`src/rtl/dcache_responder.sv`:
```
// dcache_responder: 8-line direct-mapped write-back data cache terminating the LC-3b mem_* interface.
// Optional feature macro: DCACHE_STATS_EN adds hit_count/miss_count outputs.
module dcache_responder (
    input  logic         clk,
    input  logic         rst,
    input  logic         mem_read,
    input  logic         mem_write,
    input  logic [11:0]  mem_address,
    input  logic [3:0]   line_offset,
    input  logic [15:0]  mem_wdata,
    input  logic [1:0]   mem_byte_enable,
    output logic [15:0]  mem_rdata,
    output logic         mem_resp,
    output logic         pmem_read,
    output logic         pmem_write,
    output logic [11:0]  pmem_address,
    output logic [127:0] pmem_wdata,
    input  logic [127:0] pmem_rdata,
    input  logic         pmem_resp
`ifdef DCACHE_STATS_EN
    ,
    output logic [15:0]  hit_count,
    output logic [15:0]  miss_count
`endif
);

    localparam logic [1:0] S_IDLE = 2'd0;
    localparam logic [1:0] S_WB   = 2'd1;
    localparam logic [1:0] S_FILL = 2'd2;

    logic [1:0]   r_state;
    logic [7:0]   r_valid;
    logic [7:0]   r_dirty;
    logic [8:0]   r_tag  [8];
    logic [127:0] r_data [8];

    logic [2:0]   w_index;
    logic [8:0]   w_tag;
    logic         w_req;
    logic         w_idle;
    logic         w_hit;
    logic         w_resp;
    logic [127:0] w_line;
    logic [127:0] w_merged;
    logic [15:0]  w_word;
    logic         w_unused_ok;

    assign w_index     = mem_address[2:0];
    assign w_tag       = mem_address[11:3];
    assign w_req       = mem_read | mem_write;
    assign w_idle      = (r_state == S_IDLE);
    assign w_hit       = r_valid[w_index] && (r_tag[w_index] == w_tag);
    assign w_resp      = !rst && w_idle && w_req && w_hit;
    assign w_line      = r_data[w_index];
    assign w_unused_ok = line_offset[0];

    // Word select and byte-lane merge; constant part-select bases keep widths exact.
    always_comb begin
        w_word   = 16'h0000;
        w_merged = w_line;
        for (int w = 0; w < 8; w++) begin
            if (line_offset[3:1] == w[2:0]) begin
                w_word = w_line[w*16 +: 16];
                if (mem_byte_enable[0]) w_merged[w*16 +: 8]     = mem_wdata[7:0];
                if (mem_byte_enable[1]) w_merged[w*16 + 8 +: 8] = mem_wdata[15:8];
            end
        end
    end

    // A simultaneous read and write is served as a write, so no read data is returned.
    assign mem_resp     = w_resp;
    assign mem_rdata    = (w_resp && !mem_write) ? w_word : 16'h0000;
    assign pmem_read    = (r_state == S_FILL);
    assign pmem_write   = (r_state == S_WB);
    assign pmem_address = (r_state == S_WB)   ? {r_tag[w_index], w_index} :
                          (r_state == S_FILL) ? mem_address : 12'h000;
    assign pmem_wdata   = (r_state == S_WB) ? w_line : 128'h0;

    always_ff @(posedge clk) begin
        if (rst) begin
            r_state <= S_IDLE;
            r_valid <= 8'h00;
            r_dirty <= 8'h00;
        end else begin
            case (r_state)
                S_IDLE: begin
                    if (w_req && !w_hit) begin
                        r_state <= (r_valid[w_index] && r_dirty[w_index]) ? S_WB : S_FILL;
                    end else if (w_resp && mem_write && (mem_byte_enable != 2'b00)) begin
                        r_dirty[w_index] <= 1'b1;
                    end
                end
                S_WB: begin
                    if (pmem_resp) begin
                        r_dirty[w_index] <= 1'b0;
                        r_state          <= S_FILL;
                    end
                end
                S_FILL: begin
                    if (pmem_resp) begin
                        r_valid[w_index] <= 1'b1;
                        r_dirty[w_index] <= 1'b0;
                        r_state          <= S_IDLE;
                    end
                end
                default: r_state <= S_IDLE;
            endcase
        end
    end

    // Data and tag storage carry no reset; the valid bits qualify them.
    always_ff @(posedge clk) begin
        if (!rst && (r_state == S_FILL) && pmem_resp) begin
            r_data[w_index] <= pmem_rdata;
            r_tag[w_index]  <= w_tag;
        end else if (w_resp && mem_write) begin
            r_data[w_index] <= w_merged;
        end
    end

`ifdef DCACHE_STATS_EN
    logic        r_missed;
    logic [15:0] r_hit_count;
    logic [15:0] r_miss_count;

    // r_missed marks a request whose eventual response completes a miss, not a hit.
    always_ff @(posedge clk) begin
        if (rst) begin
            r_missed     <= 1'b0;
            r_hit_count  <= 16'h0000;
            r_miss_count <= 16'h0000;
        end else if (w_idle && w_req && !w_hit) begin
            r_missed     <= 1'b1;
            r_miss_count <= r_miss_count + 16'h0001;
        end else if (w_resp) begin
            if (r_missed) r_missed    <= 1'b0;
            else          r_hit_count <= r_hit_count + 16'h0001;
        end
    end

    assign hit_count  = r_hit_count;
    assign miss_count = r_miss_count;
`endif

endmodule
```
`config.mk`:
```
export PLATFORM = sky130hd
export DESIGN_NAME = dcache_responder
export DESIGN_NICKNAME = d
export VERILOG_FILES = /design/src/rtl/dcache_responder.sv
export SDC_FILE = /design/constraint.sdc
export NUM_CORES = 1
export LEC_CHECK = 0
export BUFFER_PORTS_ARGS = -buffer_cell sky130_fd_sc_hd__buf_2
export CAP_MARGIN = 10
export CORE_MARGIN = 2
export CORE_UTILIZATION = 26
export CTS_BUF_LIST = sky130_fd_sc_hd__clkbuf_4
export CTS_CLUSTER_SIZE = 16
export DETAILED_ROUTE_END_ITERATION = 12
export GPL_TIMING_DRIVEN = 0
export PLACE_DENSITY_LB_ADDON = 0.08
export SYNTH_ARGS = -nofsm -noshare
export SYNTH_HDL_FRONTEND = slang
export SYNTH_SLANG_ARGS = --single-unit
export TNS_END_PERCENT = 1
```
`constraint.sdc`:
```
create_clock -name clk -period 16.3 [get_ports clk]
set_input_delay 1.63 -clock clk [delete_from_list [all_inputs] [get_ports clk]]
set_output_delay 1.63 -clock clk [all_outputs]
set_load 0.03 [all_outputs]
```
# ---- Yosys cells after proc, flatten, opt, wreduce, memory -nomap -nowiden
# Memories as Yosys holds them, arrays and structs flattened.
# Index checks and enable logic that the tools add are counted.
dict set report totals {
  register_bits 18
  latchBits 0
  ram_bits 1096
  mem_bits_ro 0
  in_bits 167
  out_inout_bits 159
  wordCells 109
  mem_count 2
}
# memory words word_bits read_ports rd_clocked_by_memory_dff wr line_no
set memory_table {}
lappend memory_table {r_data 8 128 1 0 1 35} ;# logic [127:0] r_data [8];
lappend memory_table {r_tag 8 9 1 0 1 34} ;# logic [8:0] r_tag [8];
dict set report classes {
  add_sub_neg 0
  multipliers 0
  div 0
  magnitude_cmp 2
  eq_ne 16
  n_shift 0
  n_mux 57
  bitwise_logic 6
  reduce_logical 23
}
# operator n
set op_table {}
lappend op_table {{2-to-1 mux 16 bit} 17}
lappend op_table {{2-to-1 mux 128 bit} 2}
lappend op_table {{2-to-1 mux 8 bit} 19}
lappend op_table {{2-to-1 mux 12 bit} 2}
lappend op_table {{bitwise OR 8 bit} 2}
lappend op_table {{case mux 8 bit (2 select lines)} 1}
lappend op_table {{== test 3 bit, second input constant} 4}
lappend op_table {{logical AND 1 bit} 12}
lappend op_table {{inequality test 2 x 1 -> 1 bit, second input constant} 5}
lappend op_table {{== test 9 bit} 1}
lappend op_table {{bitwise AND 8 bit} 1}
lappend op_table {{2-to-1 mux 1 bit} 8}
lappend op_table {{2-to-1 mux 2 bit} 4}
lappend op_table {{NOT 8 bit} 1}
lappend op_table {{binary-select mux 1 bit (select 3 bit)} 2}
lappend op_table {{== test 3 x 2 -> 1 bit, second input constant} 2}
lappend op_table {{case mux 2 bit (3 select lines)} 1}
lappend op_table {{< comparator 3 x 4 -> 1 bit, second input constant} 1}
lappend op_table {{AND reduction 4 bit} 1}
lappend op_table {{nonzero test 2 bit} 2}
lappend op_table {{demux 1 bit (select 3 bit)} 1}
lappend op_table {{== test 3 x 1 -> 1 bit, second input constant} 1}
lappend op_table {{greater-or-equal comparator 3 x 1 -> 1 bit, second input constant} 1}
lappend op_table {{logical NOT 1 bit} 3}
lappend op_table {{9 further kinds} 10}

# ---- Logic depth before layout (Yosys ltp)
# Gate-level depths: netlist (run 1).
dict set report depth {
  ltp_word 10
  depth_mapped 16
  mapped_depth_nobuf 8
}

# ---- Least setup slack after synthesis (run 1)
# No wires, ideal clock.
dict set report synth_timing {
  kind {in2reg}
  from {input port mem_address[0]}
  to {memory r_data[6][0] (enable)}
  setup_ns 0.771
  arrival_time_ns 12.071
  required_time_ns 15.529
  slack_ns 3.458
  path_stages 10
  path_buffers 3
  path_cell_list {buf_6 > buf_8 > buf_12 > mux2i_1 > a221oi_1 > xor2_1 > nor4_2 > and3_1 > a31oi_1 > nor3_1}
}
dict set report synth_via {
  elab_chain_cells 9
}
# element line_no
set synth_rtl {}
lappend synth_rtl {{start, declared} 8} ;# input logic [11:0] mem_address,
lappend synth_rtl {{memory read (8 x 9 bit) / binary-select mux 1 bit (select 3 bit) (equally long branches)} --}
lappend synth_rtl {{== test 9 bit / 2-to-1 mux 1 bit (equally long branches)} 52} ;# assign w_hit = r_valid[w_index] && (r_tag[w_index] == w_tag);
lappend synth_rtl {{logical AND 1 bit} 52}
lappend synth_rtl {{logical AND 1 bit} 53} ;# assign w_resp = !rst && w_idle && w_req && w_hit;
lappend synth_rtl {{logical AND 1 bit} 116} ;# end else if (w_resp && mem_write) begin
lappend synth_rtl {{2-to-1 mux 1 bit} 116}
lappend synth_rtl {{2-to-1 mux 1 bit} 113} ;# if (!rst && (r_state == S_FILL) && pmem_resp) begin
lappend synth_rtl {{2-to-1 mux 1 bit (not written as such)} 117} ;# r_data[w_index] <= w_merged;
lappend synth_rtl {{bitwise OR 1 bit (no source line)} --}
lappend synth_rtl {{end, declared} 35}
# Several ways; a longest one is shown, not always the timed one. The select of a mux whose other input is x is not followed.

# ---- Worst setup path in the final report (run 1)
dict set report layout_timing {
  from {input port mem_address[1]}
  to {output port mem_rdata[12]}
}
dict set report layout_via {
  elab_chain_cells 10
}
# element line_no
set layout_rtl {}
lappend layout_rtl {{memory read (8 x 128 bit)} --}
lappend layout_rtl {{2-to-1 mux 16 bit (8 in a row)} 62} ;# if (line_offset[3:1] == w[2:0]) begin
lappend layout_rtl {{2-to-1 mux 16 bit (*)} 72} ;# assign mem_rdata = (w_resp && !mem_write) ? w_word : 16'h0000;
lappend layout_rtl {{end, declared} 12} ;# output logic [15:0] mem_rdata,
# Every way passes the cells marked *; elsewhere a longest branch is shown, timed or not. The select of a mux whose other input is x is not followed.

==> results of run 1 <==
==> kinds of logic after synthesis <==
logic type / count (synthesis) / synth area share
muxes: 425 / 0.113
and+or+nand+nor: 483 / 0.0463
AOI/OAI and AO/OA: 695 / 0.107
adders and majority gates: 3 / 0.000795
DFF: 1114 / 0.705
xor gates and xnor gates: 9 / 0.00167
buffers and inverters: 224 / 0.0271
==> synthesized netlist by cell type (14+ instances only) <==
cell      count
buf_12       14
a22oi_1     129
buf_1        29
o22ai_1      47
nor2_1      229
a221o_1      29
mux2_4      100
a21o_1       17
mux2_2      165
mux4_2       25
nand2_1     113
a22o_1       59
a21oi_1     112
mux2_1       25
a211oi_1     27
buf_2        50
nor3_1       20
o221ai_1     22
a221oi_1    117
and3_1       24
clkbuf_1     93
mux2i_1     109
dfxtp_1      18
o21ai_0      80
and2_1       52
edfxtp_1   1096
==> cell usage in the layout, fill, tap and decap left out, drive strengths merged, types with 47 or more instances in the layout <==
master     n
buf      530
edfxtp  1096
o22ai     47
a22o      59
clkbuf   585
mux2     290
nor2     235
mux2i    110
and2      52
a21oi    112
clkinv    56
nand2    113
a221oi   120
o21ai     80
a22oi    129
==> state kept, by name, summed over array words and instances, names as in the netlist, named ones only <==
signal,count
r_data,1024
r_state,2
r_tag,72
r_valid,8
==> how the worst max path moves through the flow <==
| stage | start | end | slack, ps | depth (start not counted) |
|---|---|---|---|---|
| detailed placement | mem_address[1] | mem_rdata[12] | 6980 | 13 |
| finish | mem_address[1] | mem_rdata[12] | 6860 | 13 |
| global route | mem_address[1] | mem_rdata[12] | 7060 | 13 |
| floorplan | mem_address[0] | r_data[6][0] | 3460 | 10 |
| global placement | mem_address[2] | r_data[6][102] | -12020 | 10 |
| CTS | mem_address[1] | mem_rdata[12] | 6950 | 13 |
==> report_power, final <==
part / total, mW / internal (mW) / switching (mW) / leakage [nW]
Clock: 2.68 / 1.40 / 1.28 / 2.40
Sequential: 3.17 / 3.16 / 0.00376 / 10.0
Combinational: 0.616 / 0.165 / 0.451 / 7.54
==> worst register-to-register path, stage by stage, from the launching register on <==
cell,delay [ps]
edfxtp_1,350
mux2_1,310
o22ai_1,230
a221oi_1,130
xor2_1,180
nor4_2,930
and3_1,340
a31oi_2,440
nor2_4,820
buf_12,270
buf_12,230
buf_12,240
buf_12,260
==> cell type report <==
class / count / area (µm²) / share of cell area
sequential: 1114 / 33300 / 0.578
multi-input combinational: 1615 / 12800 / 0.222
clock buffer: 492 / 3690 / 0.0642
timing repair buffer: 414 / 3240 / 0.0563
tap: 2370 / 2970 / 0.0515
buffer: 209 / 1240 / 0.0216
clock inverter: 61 / 284 / 0.00494
inverter: 15 / 56.3 / 0.000978
antenna: 11 / 27.5 / 0.000478
==> routing by layer <==
| metal | share of wire | GRT usage | vias up | wire length [µm] |
|---|---|---|---|---|
| met2 | 0.48 | 0.432 | 1656 | 119000 |
| met1 | 0.40 | 0.330 | 17560 | 99600 |
| met4 | 0.054 | 0.136 | 0 | 13300 |
| li1 | - | - | 13582 | - |
| met3 | 0.059 | 0.0389 | 424 | 14500 |
| met5 | 0 | 0 | - | 0 |
==> flow_metrics.py, run 1 <==
metrics = {
    "clocking": {
        "ctsHoldBuffers": 0,
        "insertion_delay_ps": 1310,
        "ctsRootBufferMaster": "clkbuf_4",
        "cts_buffers": 342,
        "htree_levels": 5,
        "cts.sinks": 1114,
        "cts-resized-gates": 0,
        "cts_tree": "yes",
        "clkTransAtPathRegs_ps": 60,
        "clk_path_buf_depth": 4,
        "post_cts_buffers": 0,
    },
    "cells_and_area": {
        "fin_util": 0.319,
        "drive_above_1_share": 0.343,
        "stdcell_area_mm2": 0.0575,
        "instances_no_fill": 6301,
        "area_growth_pct": 21.9,
        "nFillCells": 17980,
        "nets": 3881,
    },
    "timing": {
        "finalSetupViolations": 0,
        "finClkSkew_ps": 100,
        "fin_crit_ps": 9440,
        "post-route-period-util": 0.579,
        "max_freq_mhz": 106,
        "fin_ws_ps": 6860,
        "setup_tns_ps": 0,
        "rsz0062_at_grt": "no",
        "hold_slack_ps": 449,
        "hold_viol_final": 0,
        "timing.slew.headroom": 0.00718,
        "worst_pin_slew_ps": 1490,
        "slew_viol_final": 0,
    },
    "hold_path": {
        "min-delay-path-class": "reg2reg",
        "holdPathStages": 1,
        "min-delay-start": "r_valid[2]",
        "hold-path-endpoint": "r_valid[2]",
    },
    "synth": {
        "synth-seq-cells": 1114,
        "netlist_instances": 2953,
        "synthArstFlopShare": 0,
        "synth_area_leaders": "edfxtp_1 (70%), mux2_2 (3.9%), mux2_4 (3.2%), mux2i_1 (2.3%), a221oi_1 (2.2%)",
        "synth_edf_count": 1096,
        "synthDistinctLibCells": 67,
        "yosys_warnings": 0,
        "avgSynthCellArea_um2": 16.0,
        "ys_dominant_reg_cell": "edfxtp_1",
        "syn_area_mm2": 0.0472,
        "syn_nets": 3123,
        "synth_largest_area_cell": "edfxtp_1",
        "synth_top_area_share": 0.697,
        "synth-seq-area-share": 0.705,
    },
    "routing": {
        "vias": 33222,
        "wl_per_cell_um": 39.1,
        "dr.pass1.iters": 5,
        "initialDrtViolationCount": 3553,
        "antenna_left": 0,
        "wl_mm": 247,
        "drc": 0,
        "detail_route.vias_per_cell": 5.27,
    },
    "setup_path": {
        "worst_r2r_endpoint": "r_data[3][109]",
        "cp_top_family": "buffers and inverters",
        "path_class": "in2out",
        "crit_slowest_cell": "buf_1",
        "regToRegStartpoint": "r_tag[3][2]",
        "path_cells": "buf_2 -> buf_2 -> buf_2 -> buf_2 -> buf_1 -> buf_1 -> o221ai_1 -> o31ai_1 -> o21ai_0 -> mux2i_1 -> o211ai_1 -> a211oi_1 -> buf_2",
        "timing.critical_path.mode_cell": "buf_2",
        "path_buf_inv": 7,
        "cp_slowest_stage_delay_ps": 1040,
        "rrSetupSlack_ps": 11210,
        "end_kind": "output pin",
        "path_max_fanout": 10,
        "critPathArrivalTime_ps": 7810,
        "rr_worst_depth": 12,
        "crit_path_start_kind": "primary input",
        "critPathRequiredTime_ps": 14670,
    },
    "outcome": {
        "status": "completed",
    },
    "place": {
        "port-buffer-count": 317,
        "placed_area_mm2": 0.0535,
        "detailed_place_hpwl_mm": 176,
        "dp_slack_ps": 6980,
        "gp_congestion": 0.930,
        "dp.cells": 5735,
    },
    "run": {
        "drv_cap": 0,
    },
    "pwr": {
        "vdd_ir_drop_max_v": 0.0000500,
        "p_per_area_mw_per_mm2": 112,
        "fin_total_pwr_mw": 6.46,
        "leakagePower_nw": 19.9,
    },
    "die": {
        "dieHeight_um": 430,
        "dieArea_mm2": 0.185,
        "ioPinCount": 326,
        "num_rows": 156,
        "initial_core_util": 0.262,
        "core_area_mm2": 0.181,
        "die_w_um": 430,
    },
    "global_route": {
        "grt_max_degree": 23,
        "grt_pass1_wl_mm": 318,
        "grt_pass1_vias": 32425,
        "overflow": 0,
        "grtUsageTotal": 0.261,
        "antenna_found_initial": 37,
    },
}
Power figures use the tool's default switching activity.
==> run 2: changes to the inputs <==
Settings changed: ABC_AREA set to 1.
Clock period 16.3 ns to 8.65 ns, I/O delays scaled along.
==> flow_metrics.py, run 2 <==
metrics = {
    "synth": {
        "synth_largest_area_cell": "edfxtp_1",
        "synth.most_common_cell": "edfxtp_1",
        "syn_nets": 3723,
        "synth-seq-cells": 1114,
        "syn_area_mm2": 0.0454,
        "synth_edf_count": 1096,
        "synthTopCellsByCount": "edfxtp_1 (1096), nand2_1 (761), inv_1 (226)",
        "synth-seq-area-share": 0.732,
        "synthDistinctLibCells": 42,
        "yosys_warnings": 0,
        "avgSynthCellArea_um2": 12.8,
        "netlist_instances": 3553,
        "synthArstFlopShare": 0,
        "synth_top_area_share": 0.724,
        "ys_dominant_reg_cell": "edfxtp_1",
        "synth_area_leaders": "edfxtp_1 (72%), nand2_1 (6.3%), a22o_1 (2.8%), a221oi_1 (2.4%), o21ai_0 (2.0%)",
    },
    "die": {
        "ioPinCount": 326,
        "num_rows": 153,
        "initial_core_util": 0.261,
        "dieHeight_um": 422,
        "dieArea_mm2": 0.178,
        "core_area_mm2": 0.174,
        "die_w_um": 422,
    },
    "global_route": {
        "grt_max_degree": 23,
        "overflow": 0,
        "grt_pass1_vias": 33560,
        "antenna_found_initial": 17,
        "grtUsageTotal": 0.238,
        "grt_pass1_wl_mm": 288,
    },
    "cells_and_area": {
        "nFillCells": 17996,
        "fin_util": 0.320,
        "final_cell_mix": "edfxtp_1 (1096), nand2_1 (761), clkbuf_4 (494), buf_2 (381), inv_1 (226)",
        "largest_reg_flops": 1024,
        "reg_top3": "r_data x1024, r_tag x72, r_valid x8",
        "max_flop_register": "r_data",
        "final_common_cell": "edfxtp_1",
        "drive_above_1_share": 0.222,
        "area_growth_pct": 22.3,
        "nets": 4468,
    },
    "timing": {
        "hold_viol_final": 0,
        "slew_viol_final": 0,
        "finClkSkew_ps": 88.9,
        "rsz0062_at_grt": "no",
        "fin_crit_ps": 6850,
        "post-route-period-util": 0.791,
        "max_freq_mhz": 146,
        "timing.slew.headroom": 0.117,
        "setup_tns_ps": 0,
        "hold_slack_ps": 151,
        "fin_ws_ps": 1800,
        "finalSetupViolations": 0,
        "worst_pin_slew_ps": 1310,
    },
    "setup_path": {
        "cp_slowest_stage_delay_ps": 980,
        "path_buf_inv": 6,
        "path_max_fanout": 10,
        "crit_slowest_cell": "clkbuf_1",
        "crit_path_start_kind": "primary input",
        "rrSetupSlack_ps": 4510,
        "worst_r2r_endpoint": "r_data[5][93]",
        "timing.critical_path.mode_cell": "buf_2",
        "regToRegStartpoint": "r_tag[7][4]",
        "critPathRequiredTime_ps": 7790,
        "rr_worst_depth": 18,
        "end_kind": "output pin",
        "cp_top_family": "buffers and inverters",
        "path_class": "in2out",
        "critPathArrivalTime_ps": 5980,
        "path_cells": "buf_2 -> nor2_2 -> nand2_1 -> inv_1 -> buf_2 -> clkbuf_1 -> a22oi_1 -> nand4_1 -> inv_1 -> o22ai_1 -> o22ai_1 -> nand3_1 -> nand2_1 -> a21oi_1 -> buf_2",
    },
    "pwr": {
        "swShare": 0.271,
        "vdd_ir_drop_max_v": 0.000131,
        "fin_total_pwr_mw": 12.2,
        "leakagePower_nw": 20.4,
        "pwr-share-seq": 0.493,
        "comb_power_share": 0.106,
        "p_clk_frac": 0.401,
        "netSwitchingPower_mw": 3.30,
        "p_per_area_mw_per_mm2": 219,
        "intPower_mw": 8.87,
    },
    "clocking": {
        "clkTransAtPathRegs_ps": 60,
        "ctsRootBufferMaster": "clkbuf_4",
        "htree_levels": 5,
        "clk_path_buf_depth": 4,
        "cts_buffers": 336,
        "post_cts_buffers": 0,
        "cts.sinks": 1114,
        "cts_tree": "yes",
        "insertion_delay_ps": 1290,
    },
    "hold_path": {
        "min-delay-start": "pmem_rdata[85]",
        "min-delay-path-class": "in2reg",
        "holdPathStages": 3,
        "hold-path-endpoint": "r_data[4][85]",
    },
    "routing": {
        "initialDrtViolationCount": 3349,
        "detail_route.vias_per_cell": 5.00,
        "vias": 34184,
        "dr.pass1.iters": 5,
        "drc": 0,
        "antenna_left": 0,
        "wl_per_cell_um": 31.7,
        "wl_mm": 217,
    },
    "place": {
        "gp_congestion": 0.869,
        "dp_slack_ps": 1920,
        "detailed_place_hpwl_mm": 153,
        "port-buffer-count": 320,
    },
    "outcome": {
        "status": "completed",
    },
    "run": {
        "drv_cap": 0,
    },
}
run 2: timing repair:
item	CTS	global route
gates resized for setup	0	0
hold buffers	16	0
endpoints found under the hold margin	119	0
run 2: tightest hold or removal path, cell delays in order:
cell	delay [ps]
buf_2	100
nand2_1	50
o21ai_1	170
run 2: how the worst max path moves through the flow:
stage / startpoint / end / slack [ps] / cells past startpoint
after global routing: mem_address[1] / mem_rdata[11] / 1760 / 15
after detailed placement: mem_address[1] / mem_rdata[14] / 1920 / 15
after floorplan: mem_address[0] / r_data[0][0] / 500 / 15
after global placement: mem_address[2] / r_data[2][41] / -8680 / 15
final: mem_address[1] / mem_rdata[11] / 1800 / 15
after CTS: mem_address[1] / mem_rdata[14] / 1910 / 15
run 2: layer usage:
| metal | share of wire | track usage | vias up | wire length (µm) |
|---|---|---|---|---|
| li1 | - | - | 14913 | - |
| met1 | 0.42 | 0.304 | 17439 | 90100 |
| met2 | 0.49 | 0.401 | 1460 | 105000 |
| met3 | 0.057 | 0.0384 | 370 | 12400 |
| met4 | 0.041 | 0.0913 | 2 | 8870 |
| met5 | 0.000060 | 0 | - | 13 |
run 2: final cells by class:
class	instances	area [µm²]	area share
inverter	236	888	0.0160
antenna	19	47.5	0.000856
clock inverter	44	194	0.00349
timing repair buffer	407	3190	0.0573
multi-input combinational	2004	10500	0.189
clock buffer	494	3710	0.0667
sequential	1114	33300	0.599
buffer	199	871	0.0157
tap	2325	2910	0.0523
run 2: per-stage QoR:
| stage | cells | cell area [µm²] |
|---|---|---|
| after detailed placement | 6268 | 51500 |
| final | 6842 | 55600 |
| after global routing | 6827 | 55500 |
| after floorplan | 3553 | 45400 |
| after global placement | 6198 | 50000 |
| after CTS | 6822 | 55500 |
run 2: kinds of logic after synthesis:
| logic type | Yosys count | share of synthesized area |
|---|---|---|
| adders and majority gates | 3 | 0.000826 |
| AOI/OAI and AO/OA | 849 | 0.126 |
| and+or+nand+nor | 1152 | 0.103 |
| DFF | 1114 | 0.732 |
| buffers and inverters | 435 | 0.0384 |
run 2: power groups by stage:
| stage | logic (mW) | registers (mW) | clock network (mW) |
|---|---|---|---|
| final | 1.29 | 6.00 | 4.88 |
| after global routing | 1.35 | 6.00 | 5.27 |
| after CTS | 1.29 | 5.99 | 5.01 |
| after detailed placement | 1.28 | 6.11 | 0 |
| after global placement | 1.25 | 6.14 | 0 |
| after floorplan | 0.612 | 6.12 | 0 |
